`src/rtl/mem_1024x8_dp_access_ctrl.sv`:
```
// mem_1024x8_dp_access_ctrl: valid/ready front end, zero-fill and credit-limited response FIFO for a dual-port RAM
module mem_1024x8_dp_access_ctrl #(
    parameter int ADDR_W         = 10,
    parameter int DATA_W         = 8,
    parameter int RD_LATENCY     = 1,
    parameter int RSP_DEPTH      = 4,
    parameter int CLEAR_ON_RESET = 1
) (
    input  logic              clk,
    input  logic              reset,
    input  logic              wr_valid,
    output logic              wr_ready,
    input  logic [ADDR_W-1:0] wr_addr,
    input  logic [DATA_W-1:0] wr_data,
    input  logic              rd_valid,
    output logic              rd_ready,
    input  logic [ADDR_W-1:0] rd_addr,
    output logic              rsp_valid,
    input  logic              rsp_ready,
    output logic [DATA_W-1:0] rsp_data,
    output logic              init_done,
    output logic [ADDR_W-1:0] mem_waddr,
    output logic [ADDR_W-1:0] mem_raddr,
    output logic [DATA_W-1:0] mem_data_in,
    output logic              mem_wen,
    output logic              mem_ren,
    input  logic [DATA_W-1:0] mem_data_out
);
    localparam int CW = $clog2(RSP_DEPTH + 1);
    localparam int PW = RSP_DEPTH > 1 ? $clog2(RSP_DEPTH) : 1;
    localparam logic [CW:0] DEPTH = (CW + 1)'(RSP_DEPTH);
    localparam logic [PW-1:0] LAST = PW'(RSP_DEPTH - 1);
    typedef enum logic {CLEAR, RUN} state_t;
    localparam state_t START = CLEAR_ON_RESET != 0 ? CLEAR : RUN;
    state_t state, state_nxt;
    logic [ADDR_W-1:0] clr_cnt;
    logic [CW-1:0] inflight, count;
    logic [CW:0] used;
    logic [PW-1:0] wptr, rptr;
    logic [DATA_W-1:0] fifo [RSP_DEPTH];
    logic [RD_LATENCY-1:0] vld, byp;
    logic [DATA_W-1:0] bdat [RD_LATENCY];
    logic wr_fire, rd_fire, push, pop, hit;
    logic [DATA_W-1:0] push_data;

    assign wr_fire   = wr_valid && wr_ready;
    assign rd_fire   = rd_valid && rd_ready;
    assign pop       = rsp_valid && rsp_ready;
    assign push      = vld[RD_LATENCY-1];
    assign push_data = byp[RD_LATENCY-1] ? bdat[RD_LATENCY-1] : mem_data_out;
    assign hit       = mem_wen && mem_ren && mem_waddr == mem_raddr;
    assign rsp_valid = count != '0;
    assign rsp_data  = rsp_valid ? fifo[rptr] : '0;

    // State register
    always_ff @(posedge clk)
        state <= reset ? START : state_nxt;

    // Leave CLEAR once the last address is issued; credits count a same-cycle pop as free
    always_comb begin
        state_nxt = (state == CLEAR && clr_cnt == '1) ? RUN : state;
        used      = {1'b0, inflight} + {1'b0, count} - {{CW{1'b0}}, pop};
        wr_ready  = init_done;
        rd_ready  = init_done && used < DEPTH;
    end

    // Clear address counter; init_done trails the last clear write by one cycle
    always_ff @(posedge clk) begin
        if (reset) begin
            clr_cnt   <= '0;
            init_done <= 1'b0;
        end else begin
            clr_cnt   <= state == CLEAR ? clr_cnt + ADDR_W'(1) : clr_cnt;
            init_done <= state == RUN;
        end
    end

    // Registered memory port strobes
    always_ff @(posedge clk) begin
        if (reset) begin
            mem_wen     <= 1'b0;
            mem_ren     <= 1'b0;
            mem_waddr   <= '0;
            mem_raddr   <= '0;
            mem_data_in <= '0;
        end else if (state == CLEAR) begin
            mem_wen     <= 1'b1;
            mem_ren     <= 1'b0;
            mem_waddr   <= clr_cnt;
            mem_data_in <= '0;
        end else begin
            mem_wen <= wr_fire;
            mem_ren <= rd_fire;
            if (wr_fire) begin
                mem_waddr   <= wr_addr;
                mem_data_in <= wr_data;
            end
            if (rd_fire) mem_raddr <= rd_addr;
        end
    end

    // Read-valid and collision-flag pipes, aligned with the memory read latency
    always_ff @(posedge clk) begin
        if (reset) begin
            vld <= '0;
            byp <= '0;
        end else begin
            vld[0] <= mem_ren;
            byp[0] <= hit;
            for (int i = 1; i < RD_LATENCY; i++) begin
                vld[i] <= vld[i-1];
                byp[i] <= byp[i-1];
            end
        end
    end

    // Write data carried alongside a colliding read
    always_ff @(posedge clk) begin
        bdat[0] <= mem_data_in;
        for (int i = 1; i < RD_LATENCY; i++) bdat[i] <= bdat[i-1];
    end

    // Outstanding-read and FIFO occupancy bookkeeping
    always_ff @(posedge clk) begin
        if (reset) begin
            inflight <= '0;
            count    <= '0;
            wptr     <= '0;
            rptr     <= '0;
        end else begin
            inflight <= inflight + CW'(rd_fire) - CW'(push);
            count    <= count + CW'(push) - CW'(pop);
            if (push) wptr <= wptr == LAST ? '0 : wptr + PW'(1);
            if (pop) rptr <= rptr == LAST ? '0 : rptr + PW'(1);
        end
    end

    // Response storage
    always_ff @(posedge clk)
        if (push) fifo[wptr] <= push_data;

    assert property (@(posedge clk) disable iff (reset) !(push && !pop && count == CW'(RSP_DEPTH)));
endmodule

```
`config.mk`:
```
export PLATFORM = sky130hd
export DESIGN_NAME = mem_1024x8_dp_access_ctrl
export DESIGN_NICKNAME = d
export VERILOG_FILES = /design/src/rtl/mem_1024x8_dp_access_ctrl.sv
export SDC_FILE = /design/constraint.sdc
export NUM_CORES = 1
export LEC_CHECK = 0
export BUFFER_PORTS_ARGS = -buffer_cell sky130_fd_sc_hd__buf_2
export CORE_AREA = 2 2 126 67
export CTS_CLUSTER_SIZE = 10
export DETAILED_ROUTE_END_ITERATION = 16
export DIE_AREA = 0 0 128 69
export PLACE_DENSITY = 0.88
export SLEW_MARGIN = 20
export SYNTH_ARGS = -nofsm -noshare
export SYNTH_HDL_FRONTEND = slang
export SYNTH_SLANG_ARGS = --single-unit
export TNS_END_PERCENT = 20
```
`constraint.sdc`:
```
create_clock -name clk -period 5.6 [get_ports clk]
set_clock_uncertainty 0.2 [all_clocks]
set_input_delay 0.84 -clock clk [delete_from_list [all_inputs] [get_ports clk]]
set_output_delay 0.84 -clock clk [all_outputs]
set_load 0.01 [all_outputs]
```
-- Word level (Yosys, flattened, before mapping)
Memory sizes are Yosys's and may differ from the RTL's. A register that Yosys moved wholly into a read port is not among the register bits.
Index checks and enable logic that the tools add are counted.
- register bits after elaboration: 54
- bits in writable memories: 40
- bits of input ports: 41
- output and inout port bits: 42
- word-level logic and storage cells: 53
- memories: 2
- add/sub/neg operators: 9
- magnitude comparators: 1
- equality and inequality tests: 5
- muxes and demuxes: 11
- bitwise logic cells: 1
- reduce and logical (&&, ||, !) cells: 10
- memory list (name ; depth ; width ; rd ports ; clocked after memory_dff ; write ports ; RTL line ; RTL):
    fifo ; 4 ; 8 ; 1 ; 1 ; 1 ; 40 ; logic [DATA_W-1:0] fifo [RSP_DEPTH];
    bdat ; 1 ; 8 ; 1 ; 0 ; 1 ; 42 ; logic [DATA_W-1:0] bdat [RD_LATENCY];
- operators with widths (cell ; number):
    10-bit two-way mux ; 2
    8-bit two-way mux ; 2
    10-bit by 1-bit adder with 10-bit output, second input constant ; 1
    10-bit == test ; 1
    10-bit == test, second input constant ; 1
    2-bit two-way mux ; 4
    1-bit logical AND ; 7
    3-bit by 1-bit adder with 3-bit output ; 2
    3-bit by 1-bit subtractor with 3-bit output ; 2
    2-bit by 1-bit adder with 2-bit output, second input constant ; 2
    3-bit by 3-bit adder with 4-bit output ; 1
    2-bit == test, second input constant ; 2
    4-bit by 3-bit < comparator with 1-bit output, second input constant ; 1
    4-bit by 1-bit subtractor with 4-bit output ; 1
    1-bit two-way mux ; 3
    3-bit nonzero test ; 1
    2-bit by 1-bit inequality test with 1-bit output, second input constant ; 1
    2-bit AND reduction ; 1
    2-bit OR reduction ; 1
    1-bit inverter ; 1

-- Depth between registers and ports, before layout
- depth after elaboration: 8
- mapped depth: 16
- gate-level depth less buffers: 16

-- Worst setup path after synthesis
Ideal clock, no wire load.
- kind: input -> register
- start: input rsp_ready
- end: register inflight[2]
- data arrival time: 3.573 ns
- required time: 5.272 ns
- slack: 1.699 ns
- stages: 15
- path buffers: 0
- cell sequence: nand2b_1 or2_2 ha_1 nand2_1 o311ai_4 mux2_2 nand3b_1 ha_1 inv_1 ha_1 inv_1 fa_1 xnor2_1 xnor2_1 nor2_1
- longest elaborated chain between the ends: 7
- RTL lines (what ; RTL line ; RTL):
    start: declaration ; 19 ; input logic rsp_ready,
    1-bit logical AND ; 48 ; assign pop = rsp_valid && rsp_ready;
    4-bit by 1-bit subtractor with 4-bit output ; 62 ; used = {1'b0, inflight} + {1'b0, count} - {{CW{1'b0}}, pop};
    4-bit by 3-bit < comparator with 1-bit output ; 64 ; rd_ready = init_done && used < DEPTH;
    1-bit logical AND ; 64 ;
    1-bit logical AND ; 47 ; assign rd_fire = rd_valid && rd_ready;
    3-bit by 1-bit adder with 3-bit output ; 131 ; inflight <= inflight + CW'(rd_fire) - CW'(push);
    3-bit by 1-bit subtractor with 3-bit output ; 131 ;
    end signal: assignment ; 131 ;
    end: declaration ; 37 ; logic [CW-1:0] inflight, count;
No other way between the ends.
A chain may end at the register's enable or synchronous reset.

-- Final worst setup path
Ends and elaborated chain as after synthesis.

==> results.yml <==
status:
  status: "finished, final reports clean"
synthesis:
  synthArstFlopShare: 0
  synthDistinctLibCells: 41
  avgSynthCellArea_um2: 11.2
  synth-seq-cells: 96
  synth_ff_type: "dfxtp_1"
  synth_area_um2: 4130
  syn_nets: 423
  synth_warnings: 0
  synth-edff-count: 32
  ys_seq_area_frac: 0.543
  synth_cells: 367
floorplanning:
  die_width_um: 128
  ioPinCount: 83
  die_h_um: 69
  start_util: 0.535
  row_count: 23
  core-area_um2: 7710
  fp.dieArea_um2: 8830
setup_path:
  timing.rr.end: "inflight[2]"
  required_ps: 5590
  crit_start: "rsp_ready"
  path_cells: "buf_2, nand2b_1, or2_2, ha_1, nand2_1, o311ai_4, mux2_2, nand3b_1, ha_1, inv_1, ha_1, inv_1, fa_1, xnor2_1, xnor2_1, nor2_1"
  cp.arrival_ps: 3910
  reg2reg_from: "count[0]"
  slowest_stage: "mux2_2"
  crit_fanout: 4
  start_kind: "primary input"
  reg2reg_depth: 15
  worstSetupPathType: "primary input to register"
  r2r_slack_ps: 1870
  cp_common_cell: "ha_1"
  slowest_delay_ps: 400
  endpoint_kind: "register"
cells_and_area:
  final_common_cell: "buf_2"
  syn_to_final_growth_pct: 17.4
  final_net_count: 497
  drive_above_1_share: 0.262
  design_area_um2: 4850
  fill_cells: 606
  antenna_cells: 0
  postLayoutCoreUtil: 0.628
  layout_common_cells: "buf_2 (82), dfxtp_1 (64), nand2_1 (45)"
pwr:
  p_switching_mw: 0.426
  power_frac_clock: 0.342
  combPwrFrac: 0.182
  p_per_area_nw_per_um2: 333
  p_leak_nw: 1.91
  internal_power_mw: 1.19
  ir_drop_mv: 0.153
  p_seq_frac: 0.476
  switching_share: 0.264
timing:
  grt_setup_unrepaired: "no"
  hold_violations: 0
  period_needed_ps: 3920
  slew_viol_final: 0
  fmaxAchievable_ghz: 0.255
  slew_headroom: 0.377
  min_period_over_period: 0.701
  finalWorstSetupSlack_ps: 1680
  setup_violations: 0
  worst_pin_slew_ps: 933
  finalSetupTns_ps: 0
detailed_routing:
  avgRoutedWirePerCell_um: 16.1
  num_vias: 2901
  drc_errors: 0
  drt-initial-drc-count: 187
  first_pass_iters: 4
  antenna_left: 0
  viasPerCell: 5.31
  wirelength_um: 8770
grt:
  grt_pass1_wl_um: 14300
  grt_overflow: 0
  grt_max_degree: 57
  antenna_found_initial: 0
  grt_util_all_layers: 0.208
  grt_pass1_vias: 2804
clock_network:
  root_buffer: "clkbuf_16"
  ctsHoldBuffers: 0
  cts_tree: "yes"
  numCtsBuffers: 9
  clkTransAtPathRegs_ps: 60
  post_cts_resized: 0
  clock_sinks: 96
  clockBufferDepth: 2
  cts_setup_buffers: 0
  clock_latency_ps: 340
  htreeDepth: 3
worst_hold_path:
  hp-class: "register to register"
  hold_start: "mem_data_in[4]"
  whs_path_depth: 0
  min_to: "bdat[0][4]"
placed_design:
  placed_area_um2: 4580
  io_buffers: 82
  pre_cts_ws_ps: 1340
  hpwl_um: 6330
  gp_routability_congestion: 0.799
job:
  timing.max_cap.violations: 0
-- critical path, delay by kind of cell --
kind	cells	cell delay (ps)
AOI/OAI and AO/OA	1	320
buffers and inverters	3	210
xor gates and xnor gates	2	320
adders and majority gates	4	1090
and+or+nand+nor	5	730
muxes	1	400
-- power by group through the flow --
| stage | sequential (mW) | combinational (mW) | clock [mW] |
|---|---|---|---|
| 2_1_floorplan | 0.766 | 0.220 | 0 |
| 3_3_place_gp | 0.783 | 0.277 | 0 |
| 3_5_place_dp | 0.785 | 0.290 | 0 |
| 4_1_cts | 0.770 | 0.293 | 0.561 |
| 5_1_grt | 0.775 | 0.321 | 0.592 |
| 6_report | 0.769 | 0.293 | 0.552 |
-- flip-flops by register name, summed over array words and instances (netlist names), named ones only --
signal / count
inflight: 3
push: 1
count: 3
mem_data_in: 8
rptr: 2
byp: 1
mem_raddr: 10
wptr: 2
bdat: 8
init_done: 1
mem_waddr: 10
mem_wen: 1
fifo: 32
state: 1
mem_ren: 1
clr_cnt: 10
-- cell families after synthesis --
group                    after synthesis  synth area share
AND/OR/NAND/NOR                      140             0.172
flip-flops                            96             0.543
buffers and inverters                 34            0.0349
multiplexers                          31             0.102
AO/OA/AOI/OAI                         27            0.0473
XOR/XNOR                              24            0.0509
adder cells (fa/ha/maj)               15            0.0491
-- cells in the mapped netlist (all sizes together) (3+ instances only) --
cell	instances	area share
edfxtp	32	0.23
a311oi	10	0.021
buf	7	0.010
or3	3	0.0049
nand4b	3	0.0064
nand2b	23	0.035
xor2	9	0.019
xnor2	15	0.032
nand2	45	0.041
clkbuf	13	0.012
dfxtp	64	0.31
nor2b	5	0.0076
mux2i	14	0.034
mux2	9	0.025
ha	13	0.039
nand4	4	0.0061
mux4	8	0.044
inv	14	0.013
and2	14	0.021
nor2	29	0.027
a21oi	14	0.017
-- per-stage QoR --
step | power [mW] | hold WS, ps | std cells
2_1_floorplan | 0.986 | 193 | 367
3_3_place_gp | 1.06 | 154 | 530
5_1_grt | 1.69 | 182 | 546
4_1_cts | 1.62 | 168 | 546
3_5_place_dp | 1.08 | 156 | 530
6_report | 1.61 | 164 | 546
-- worst max path at each step --
stage	to	depth (start not counted)
floorplan	inflight[2]	15
finish	inflight[2]	16
global placement	inflight[2]	16
detailed placement	inflight[2]	16
global route	inflight[2]	16
CTS	inflight[2]	16
-- area by class of cell --
type	count	area, µm²	area share
flip-flops and latches	96	2240	0.463
repair buffers	83	418	0.0862
clock buffers	11	233	0.0480
clock inverters	5	33.8	0.00697
well taps	100	125	0.0258
inverters	14	52.6	0.0108
multi-input cells	237	1740	0.359
-- layer usage --
layer | track usage | vias up | wire length (µm)
met3 | 0.0691 | 9 | 407
met5 | 0 | - | 0
met1 | 0.287 | 1404 | 4280
met4 | 0.0696 | 0 | 105
met2 | 0.311 | 82 | 3980
li1 | - | 1406 | -
(Power assumes the default switching activity.)
